--- src/rtl/inst_fetch_queue_pkg.sv ---
// Shared constants for the fetch queue.
// Default depth, address width and pointer-width helper.
package inst_fetch_queue_pkg;

  localparam int ADDR_SIZE = 32;
  localparam int FQ_DEPTH  = 4;
  localparam int FQ_PTR_W  = $clog2(FQ_DEPTH) + 1;

  // Pointer width: index bits plus a wrap bit.
  function automatic int ptr_w(input int depth);
    return $clog2(depth) + 1;
  endfunction

endpackage

--- src/rtl/inst_fetch_queue_fq_storage.sv ---
// Fetch queue entry storage: {addr, inst} register array.
// Independent addr-write, data-write and read ports.
module fq_storage #(
  parameter int DEPTH  = 4,
  parameter int ADDR_W = 32,
  parameter int DATA_W = 32,
  parameter int IDX_W  = $clog2(DEPTH)
) (
  input  logic              clk,
  input  logic              addr_we,
  input  logic [IDX_W-1:0]  addr_idx,
  input  logic [ADDR_W-1:0] addr_in,
  input  logic              data_we,
  input  logic [IDX_W-1:0]  data_idx,
  input  logic [DATA_W-1:0] data_in,
  input  logic [IDX_W-1:0]  rd_idx,
  output logic [ADDR_W-1:0] rd_addr,
  output logic [DATA_W-1:0] rd_data
);

  logic [ADDR_W-1:0] addr_mem [DEPTH];
  logic [DATA_W-1:0] data_mem [DEPTH];

  always_ff @(posedge clk) begin
    if (addr_we) addr_mem[addr_idx] <= addr_in;
  end

  always_ff @(posedge clk) begin
    if (data_we) data_mem[data_idx] <= data_in;
  end

  assign rd_addr = addr_mem[rd_idx];
  assign rd_data = data_mem[rd_idx];

endmodule

--- src/rtl/inst_fetch_queue.sv ---
// Fetch queue: forwards PC-stage requests to imem, buffers
// in-order responses for decode, drops stale beats after flush.
module inst_fetch_queue
  import inst_fetch_queue_pkg::*;
#(
  parameter int DEPTH  = FQ_DEPTH,
  parameter int ADDR_W = ADDR_SIZE,
  parameter int DATA_W = 32
) (
  input  logic              clk,
  input  logic              reset,
  input  logic              req_valid,
  input  logic [ADDR_W-1:0] req_addr,
  output logic              req_ready,
  input  logic              flush,
  output logic              mem_req_valid,
  output logic [ADDR_W-1:0] mem_req_addr,
  input  logic              mem_req_ready,
  input  logic              mem_resp_valid,
  input  logic [DATA_W-1:0] mem_resp_data,
  output logic              out_valid,
  output logic [ADDR_W-1:0] out_addr,
  output logic [DATA_W-1:0] out_inst,
  input  logic              out_ready
);

  localparam int PW = ptr_w(DEPTH);
  localparam int IW = PW - 1;

  logic [PW-1:0] alloc_ptr, fill_ptr, head_ptr, drop_cnt;
  logic [PW-1:0] used, pending, owed, owed_dec;
  logic [PW:0]   occ;
  logic          room, accept, fill, pop, drop_resp;

  assign used    = alloc_ptr - head_ptr;
  assign pending = alloc_ptr - fill_ptr;
  assign occ     = {1'b0, used} + {1'b0, drop_cnt};
  assign room    = occ < (PW+1)'(DEPTH);

  assign req_ready     = mem_req_ready & ~flush & room;
  assign mem_req_valid = req_valid & ~flush & room;
  assign mem_req_addr  = req_addr;

  assign accept    = req_valid & req_ready;
  assign drop_resp = mem_resp_valid & (drop_cnt != '0);
  assign fill      = mem_resp_valid & ~flush
                   & (drop_cnt == '0) & (pending != '0);
  assign out_valid = head_ptr != fill_ptr;
  assign pop       = out_valid & out_ready & ~flush;

  // Beats still owed by memory once the buffer is discarded.
  assign owed     = drop_cnt + pending;
  assign owed_dec = (mem_resp_valid && owed != '0)
                  ? owed - PW'(1) : owed;

  always_ff @(posedge clk) begin
    if (reset) begin
      alloc_ptr <= '0;
      fill_ptr  <= '0;
      head_ptr  <= '0;
      drop_cnt  <= '0;
    end else if (flush) begin
      alloc_ptr <= '0;
      fill_ptr  <= '0;
      head_ptr  <= '0;
      drop_cnt  <= owed_dec;
    end else begin
      if (accept)    alloc_ptr <= alloc_ptr + PW'(1);
      if (fill)      fill_ptr  <= fill_ptr + PW'(1);
      if (pop)       head_ptr  <= head_ptr + PW'(1);
      if (drop_resp) drop_cnt  <= drop_cnt - PW'(1);
    end
  end

  fq_storage #(
    .DEPTH  (DEPTH),
    .ADDR_W (ADDR_W),
    .DATA_W (DATA_W),
    .IDX_W  (IW)
  ) u_storage (
    .clk      (clk),
    .addr_we  (accept),
    .addr_idx (alloc_ptr[IW-1:0]),
    .addr_in  (req_addr),
    .data_we  (fill),
    .data_idx (fill_ptr[IW-1:0]),
    .data_in  (mem_resp_data),
    .rd_idx   (head_ptr[IW-1:0]),
    .rd_addr  (out_addr),
    .rd_data  (out_inst)
  );

endmodule

--- config.mk ---
export PLATFORM = sky130hd
export DESIGN_NAME = inst_fetch_queue
export DESIGN_NICKNAME = d
export VERILOG_FILES = /design/src/rtl/inst_fetch_queue_pkg.sv /design/src/rtl/inst_fetch_queue_fq_storage.sv /design/src/rtl/inst_fetch_queue.sv
export SDC_FILE = /design/constraint.sdc
export NUM_CORES = 1
export LEC_CHECK = 0
export BUFFER_PORTS_ARGS = -buffer_cell sky130_fd_sc_hd__buf_2
export CELL_PAD_IN_SITES_DETAIL_PLACEMENT = 1
export CELL_PAD_IN_SITES_GLOBAL_PLACEMENT = 1
export CORE_MARGIN = 2
export CORE_UTILIZATION = 49
export DETAILED_ROUTE_END_ITERATION = 12
export PLACE_DENSITY = 0.85
export REMOVE_ABC_BUFFERS = 1
export SETUP_SLACK_MARGIN = 0.15
export SYNTH_ARGS = -nofsm -noshare
export SYNTH_HDL_FRONTEND = slang
export SYNTH_SLANG_ARGS = --single-unit
--- constraint.sdc ---
create_clock -name clk -period 3.6 [get_ports clk]
set_input_delay 0.72 -clock clk [delete_from_list [all_inputs] [get_ports clk]]
set_output_delay 0.72 -clock clk [all_outputs]
set_load 0.01 [all_outputs]
==> summary.md, run 1 <==
| Metric | Value |
|---|---|
| Core region area | `between 20,000 and 25,000 um2` |
| Critical Path, Cell by Cell | `inv_4, ha_4, inv_2, fa_2, xor2_1, xnor2_1, ha_1, or4_4, nor2_4, and2_1, buf_2` |
| Worst hold path type | `in -> reg` |
| Overall routed net length | `22,200 um` |
| Peak VDD IR | `approximately 0.00039 V` |
| Global-route wire length before repair | `approximately 34,000 um` |
| Worst slew pin tran | `between 0.9 and 1 ns` |
| Clock transition at the registers of the reported paths | `about 0.060 ns` |
| Yosys reg bits | `270` |
| DR iter-0 viols | `250` |
| # IOs | `170` |
| Initial antenna violation count | `1` |
| Overflow after GRT | `0` |
| Total CTS buffers | `28` |
| Synth cell types | `40` |
| CTS hold repair buffers | `0` |
| CP Capture Type | `output pin` |
| Setup CP Type | `reg -> out` |
| Die Height | `~150 um` |
| Layout Nets | `between 700 and 800` |
| Worst Skew | `~0.011 ns` |
| Drt first pass iters | `4` |
| Crit path max-delay family | `adder cells` |
| Worst-Skew Late Latency | `around 0.52 ns` |
| FF-to-FF End | `u_storage.addr_mem[3][23]$_DFFE_PP_` |
| Setup Total Neg Slack | `0 ns` |
| Synth Instances | `489` |
| Cells on worst reg2reg path | `12` |
| Status | `finished clean` |
| Post-synthesis mux area share | `about 14%` |
| Critical Path AT | `around 2.8 ns` |
| CP bufs+invs | `3` |
| Synth Area in XOR/XNOR | `under 10%` |
| Initial Util | `about half` |
| Simple-Gate Fraction of Synth Area | `around 2.3%` |
| Tcrit/Tclk final | `98.2%` |
| Hold Fails Final Rpt | `0` |
| Die Width | `151 um` |
| Crit path depth | `11` |
| Fraction of the mapped netlist area in adder cells | `2.70%` |
| Slew headroom | `about a third` |
| RSZ-0062 raised after global routing | `yes` |
| Root buf cell | `clkbuf_16` |
| R2r startpoint | `alloc_ptr[0]$_SDFFE_PP0P_` |
| R2r setup slk | `between 0.3 and 0.4 ns` |
| Clock net sink count | `between 200 and 300` |
| Worst Path Required | `between 2 and 3 ns` |
| Max cap viols | `0` |
| Ys Warns | `0` |
| Crit path to | `mem_req_valid` |
| Setup crit start | `alloc_ptr[0]$_SDFFE_PP0P_` |
| H-tree levels | `1` |
| Drt via density | `~5.4` |
| PwrDens | `between 500 and 600 nW/um2` |
| Sequential element share of the synthesized area | `between 70 and 80%` |
| Syn avg cell area | `~22 um2` |
| Highest-delay cell along the critical path | `or4_4` |
| Final Max Tran Viols | `0` |
| Number of global-route vias before repair | `around 5,800` |
| DRC | `0` |
| Final Core Density | `60.2%` |
| Max FO, Critical Path | `2` |
| Largest family of logic cells by synthesized area | `multiplexers` |
| Leak | `~4.4 nW` |
| Rows | `53` |
| DR WL/cell | `between 20 and 25 um` |
| Maximum clock frequency | `about 0.28 GHz` |
| Port bufs | `~170` |
| Vias | `approximately 5,000` |
| Finish-stage setup viols | `0` |
| CTS Buffer Depth | `3` |
| DPL Wire Length | `14,100 um` |
| Overall routing resource usage | `19.8%` |
| Die area | `~23,000 um2` |
| Tmin final | `3.54 ns` |
| Largest net degree at the start of global routing | `65` |
| Share of layout cells above drive strength 1 | `about 46%` |
| Crit-path max cell delay | `0.44 ns` |
| Compound-Gate Fraction of Synth Area | `less than 1%` |
| Routability cong. | `between 0.7 and 0.8` |
| Setup crit start kind | `register` |
| Synth Cell Area | `approximately 11,000 um2` |
| CTS tree | `done` |
| Area grow syn2layout | `20.0%` |
| Post-DRT Antenna Nets | `0` |
| Fillcell total | `1,855` |
[cells in the mapped netlist, drive strengths merged]
cell	n	area, um2
xor3	1	23.8
or4	2	18.8
o21ai	2	10.0
a211o	1	8.76
or3	1	6.26
a211oi	1	7.51
nor3	2	21.3
mux4	64	1440
o31ai	2	15.0
buf	41	290
a21oi	4	23.8
o211ai	1	7.51
xnor2	7	61.3
edfxtp	256	7690
nand2	4	15.0
nor2b	4	25.0
fa	3	60.1
o311ai	1	8.76
a22o	1	8.76
and3b	1	8.76
nand3b	1	7.51
nor2	11	41.3
nand4b	1	8.76
ha	18	225
mux2i	3	30.0
inv	13	48.8
nand3	3	15.0
clkbuf	8	30.0
dfxtp	14	280
or2	1	6.26
xor2	7	61.3
and2	10	67.6
[stage by stage]
stage / total power, mW / area [um2] / hold WS (ns) / setup slack, ns / instances
after detailed placement: 3.86 / 11600 / 0.566 / 0.262 / 896
after global routing: 7.09 / 12700 / 0.406 / -0.0461 / 953
after global placement: 3.82 / 11600 / 0.551 / 0.383 / 896
final: 6.90 / 12700 / 0.411 / 0.0644 / 954
after CTS: 6.96 / 12700 / 0.391 / 0.0247 / 952
after floorplan: 3.68 / 10300 / 0.504 / -0.534 / 440
[cells in the final DEF (no fill, tap or decap), types with 8 or more instances in the layout]
| master | synthesis | final |
|---|---|---|
| buf_2 | 7 | 168 |
| mux4_2 | 64 | 64 |
| edfxtp_1 | 256 | 256 |
| inv_1 | 13 | 11 |
| clkbuf_16 | 0 | 29 |
| ha_1 | 18 | 17 |
| and2_2 | 4 | 8 |
| dfxtp_1 | 14 | 10 |
| nor2_1 | 11 | 10 |
| clkinv_1 | 0 | 9 |
| buf_4 | 32 | 11 |
[power by group]
group	switching [mW]	internal (mW)
combinational	0.180	0.138
clock	1.14	1.96
sequential	0.0161	3.46
total	1.33	5.56
[kinds of logic after synthesis]
kind of cell               after synthesis
DFF                                    270
muxes                                   67
buffers and inverters                   62
and+or+nand+nor                         41
adders and majority gates               21
xor gates and xnor gates                15
AOI/OAI and AO/OA                       13
[metal layers]
| metal | global-route usage, % | share of wire, % | wire length [um] |
|---|---|---|---|
| met2 | 36.4 | 55 | 12200 |
| met4 | 6.36 | 2.4 | 532 |
| met5 | 0 | 0 | 0 |
| met3 | 3.13 | 4.5 | 1010 |
| met1 | 24.0 | 38 | 8440 |
[registers in the layout, indices dropped and copies added (netlist names), named ones only]
signal              count
alloc_ptr               3
drop_cnt                3
u_storage.data_mem    128
u_storage.addr_mem    128
head_ptr                3
fill_ptr                3
[worst min path at each step]
| stage | startpoint | endpoint | slack (ns) | cells after the start |
|---|---|---|---|---|
| CTS | mem_resp_data[1] | u_storage.data_mem[1][1]$_DFFE_PP_ | 0.39 | 1 |
| finish | mem_resp_data[10] | u_storage.data_mem[1][10]$_DFFE_PP_ | 0.41 | 1 |
| global route | mem_resp_data[10] | u_storage.data_mem[1][10]$_DFFE_PP_ | 0.41 | 1 |
| global placement | head_ptr[1]$_SDFFE_PP0P_ | register | 0.55 | 2 |
| floorplan | alloc_ptr[2]$_SDFFE_PP0P_ | alloc_ptr[2]$_SDFFE_PP0P_ | 0.50 | 2 |
| detailed placement | head_ptr[1]$_SDFFE_PP0P_ | register | 0.57 | 2 |
[layout make-up]
cell class	count	area [um2]	area share, %
Multi-Input combinational cell	157	2260	17.8
Tap cell	275	344	2.71
Timing Repair Buffer	185	1030	8.15
Inverter	13	51.3	0.404
Antenna cell	2	5.00	0.0394
Clock inverter	20	270	2.13
Clock buffer	32	737	5.81
Sequential cell	270	7980	62.9
[what timing repair did]
item / 4_1_cts / 5_1_grt
buffers inserted: 4 / 0
gates resized for setup: 12 / 2
pin swaps: 7 / 3
endpoints found under the setup margin: 2 / 2
No activity file was read; power rests on OpenSTA's default activity.
==> run 2: changes to the inputs <==
--- a/config.mk
+++ b/config.mk
@@ -6,12 +6,10 @@
 export NUM_CORES = 1
 export LEC_CHECK = 0
 export BUFFER_PORTS_ARGS = -buffer_cell sky130_fd_sc_hd__buf_2
-export CELL_PAD_IN_SITES_DETAIL_PLACEMENT = 1
-export CELL_PAD_IN_SITES_GLOBAL_PLACEMENT = 1
 export CORE_MARGIN = 2
-export CORE_UTILIZATION = 49
+export CORE_UTILIZATION = 52
 export DETAILED_ROUTE_END_ITERATION = 12
-export PLACE_DENSITY = 0.85
+export PLACE_DENSITY = 0.71
 export REMOVE_ABC_BUFFERS = 1
 export SETUP_SLACK_MARGIN = 0.15
 export SYNTH_ARGS = -nofsm -noshare
==> summary.md, run 2 (same netlist as run 1, synthesis figures left out) <==
| Metric | Value |
|---|---|
| Status | `finished clean` |
| Worst Skew | `0.0106 ns` |
| Overall routed net length | `approximately 19,000 um` |
| Tcrit/Tclk final | `about 96%` |
| Worst Path Required | `2.88 ns` |
| RSZ-0062 raised after global routing | `yes` |
| Final Max Tran Viols | `0` |
| Share of layout cells above drive strength 1 | `45.5%` |
| Worst hold path type | `in -> reg` |
| Commonest non-fill, non-tap cell in the layout | `edfxtp_1` |
| Reg area | `~8000 um2` |
| CTS Buffer Depth | `3` |
| Peak VDD IR | `~0.00033 V` |
| DR iter-0 viols | `about 270` |
| Die area | `about 21,000 um2` |
| Number of global-route vias before repair | `5,416` |
| Critical Path AT | `around 2.7 ns` |
| Hold Fails Final Rpt | `0` |
| Root buf cell | `clkbuf_16` |
| Initial Util | `52.6%` |
| Setup crit start kind | `register` |
| Leak | `4.30 nW` |
| Finish-stage setup viols | `0` |
| Routability cong. | `0.865` |
| Total CTS buffers | `27` |
| Largest net degree at the start of global routing | `34` |
| Area grow syn2layout | `18.3%` |
| Commonest cells after routing, fill and taps aside | `edfxtp_1 (256), buf_2 (169), mux4_2 (64), clkbuf_16 (27), ha_1 (17)` |
| Overflow after GRT | `0` |
| Setup CP Type | `reg -> out` |
| Vias | `5,005` |
| Slew headroom | `between 60% and 70%` |
| Max cap viols | `0` |
| Core region area | `20,100 um2` |
| Fillcell total | `roughly 1,400` |
| Layout Nets | `745` |
| Port bufs | `169` |
| Rows | `52` |
| CTS tree | `done` |
| Initial antenna violation count | `1` |
| Cell Count Post-Placement | `approximately 900` |
| Area of the multi-input gates | `2260 um2` |
| H-tree levels | `1` |
| # IOs | `between 150 and 200` |
| DR WL/cell | `about 20 um` |
| Post-DRT Antenna Nets | `0` |
| Max FO, Critical Path | `2` |
| Die Width | `roughly 150 um` |
| ANT cells | `0` |
| Clock net sink count | `270` |
| Drt via density | `around 5.3` |
| Worst-Skew Late Latency | `between 0.5 and 0.6 ns` |
| PwrDens | `between 500 and 600 nW/um2` |
| Maximum clock frequency | `between 0.2 and 0.3 GHz` |
| Overall routing resource usage | `17.5%` |
| Layout Cells excl Fill | `943` |
| Clock transition at the registers of the reported paths | `roughly 0.060 ns` |
| Tmin final | `about 3.5 ns` |
| CTS hold repair buffers | `0` |
| DRC | `0` |
| DPL Wire Length | `roughly 12,000 um` |
| Global-route wire length before repair | `around 29,000 um` |
| Worst slew pin tran | `around 0.56 ns` |
| CP Capture Type | `output pin` |
| Total Power | `between 6 and 7 mW` |
| Biggest regs | `u_storage.addr_mem: 128 flops, u_storage.data_mem: 128 flops` |
| Drt first pass iters | `4` |
| Die Height | `~150 um` |
==> run 2: layout make-up <==
| class | instances | area share (%) |
|---|---|---|
| clock buffer | 39 | 5.93 |
| timing repair buffer | 184 | 8.27 |
| sequential | 270 | 63.9 |
| clock inverter | 10 | 0.781 |
| tap | 270 | 2.70 |
| multi-input combinational | 157 | 18.1 |
| inverter | 13 | 0.410 |
==> run 2: power breakdown <==
part           internal (mW)  total (mW)  switching (mW)  leakage, nW
logic                  0.133       0.297           0.164         1.46
registers               3.46        3.48          0.0169         2.42
clock network           1.56        2.62            1.05        0.414
==> run 2: repair_timing <==
item                                    in CTS  in global routing
pin swaps                                    2                  0
endpoints found under the setup margin       2                  2
cloned                                       0                  0
resized for setup                           11                  0
buffers inserted                             3                  0
==> run 2: worst paths after layout <==
check	start	end	slack, ns	cells past startpoint
worst min register to register	head_ptr[0]$_SDFFE_PP0P_	register	0.57	2
worst min-delay path	mem_resp_data[0]	u_storage.data_mem[3][0]$_DFFE_PP_	0.42	1
worst max register to register	alloc_ptr[0]$_SDFFE_PP0P_	u_storage.addr_mem[0][26]$_DFFE_PP_	0.50	12
worst max-delay path	alloc_ptr[0]$_SDFFE_PP0P_	req_ready	0.14	11
==> run 2: per-stage QoR <==
stage               setup TNS, ns  instance area [um2]  util (%)  setup slack [ns]  hold slack (ns)
CTS                             0                12500      62.2             0.117            0.406
finish                          0                12500      62.2             0.136            0.424
global route              -0.0539                12500      62.2           -0.0388            0.409
global placement                0                11600      57.8             0.422            0.545
floorplan                  -34.18                10300         -            -0.534            0.504
detailed placement              0                11600      57.8             0.372            0.567
==> run 2: metal layers <==
metal / track usage [%] / share of wire (%) / vias to the layer above
li1: - / - / 2265
met1: 22.2 / 41 / 2593
met2: 31.8 / 53 / 124
met3: 3.50 / 4.6 / 21
met4: 3.11 / 1.0 / 2
met5: 0 / 0.069 / -
==> run 2: worst max-delay path, stage by stage, from the launching register on <==
cell and delay, ns:
dfxtp_4 0.35, inv_4 0.06, ha_4 0.12, inv_2 0.03
fa_2 0.32, xor2_1 0.15, xnor2_1 0.14, ha_1 0.27
or4_4 0.43, nor2_2 0.12, and2_1 0.12, buf_2 0.12
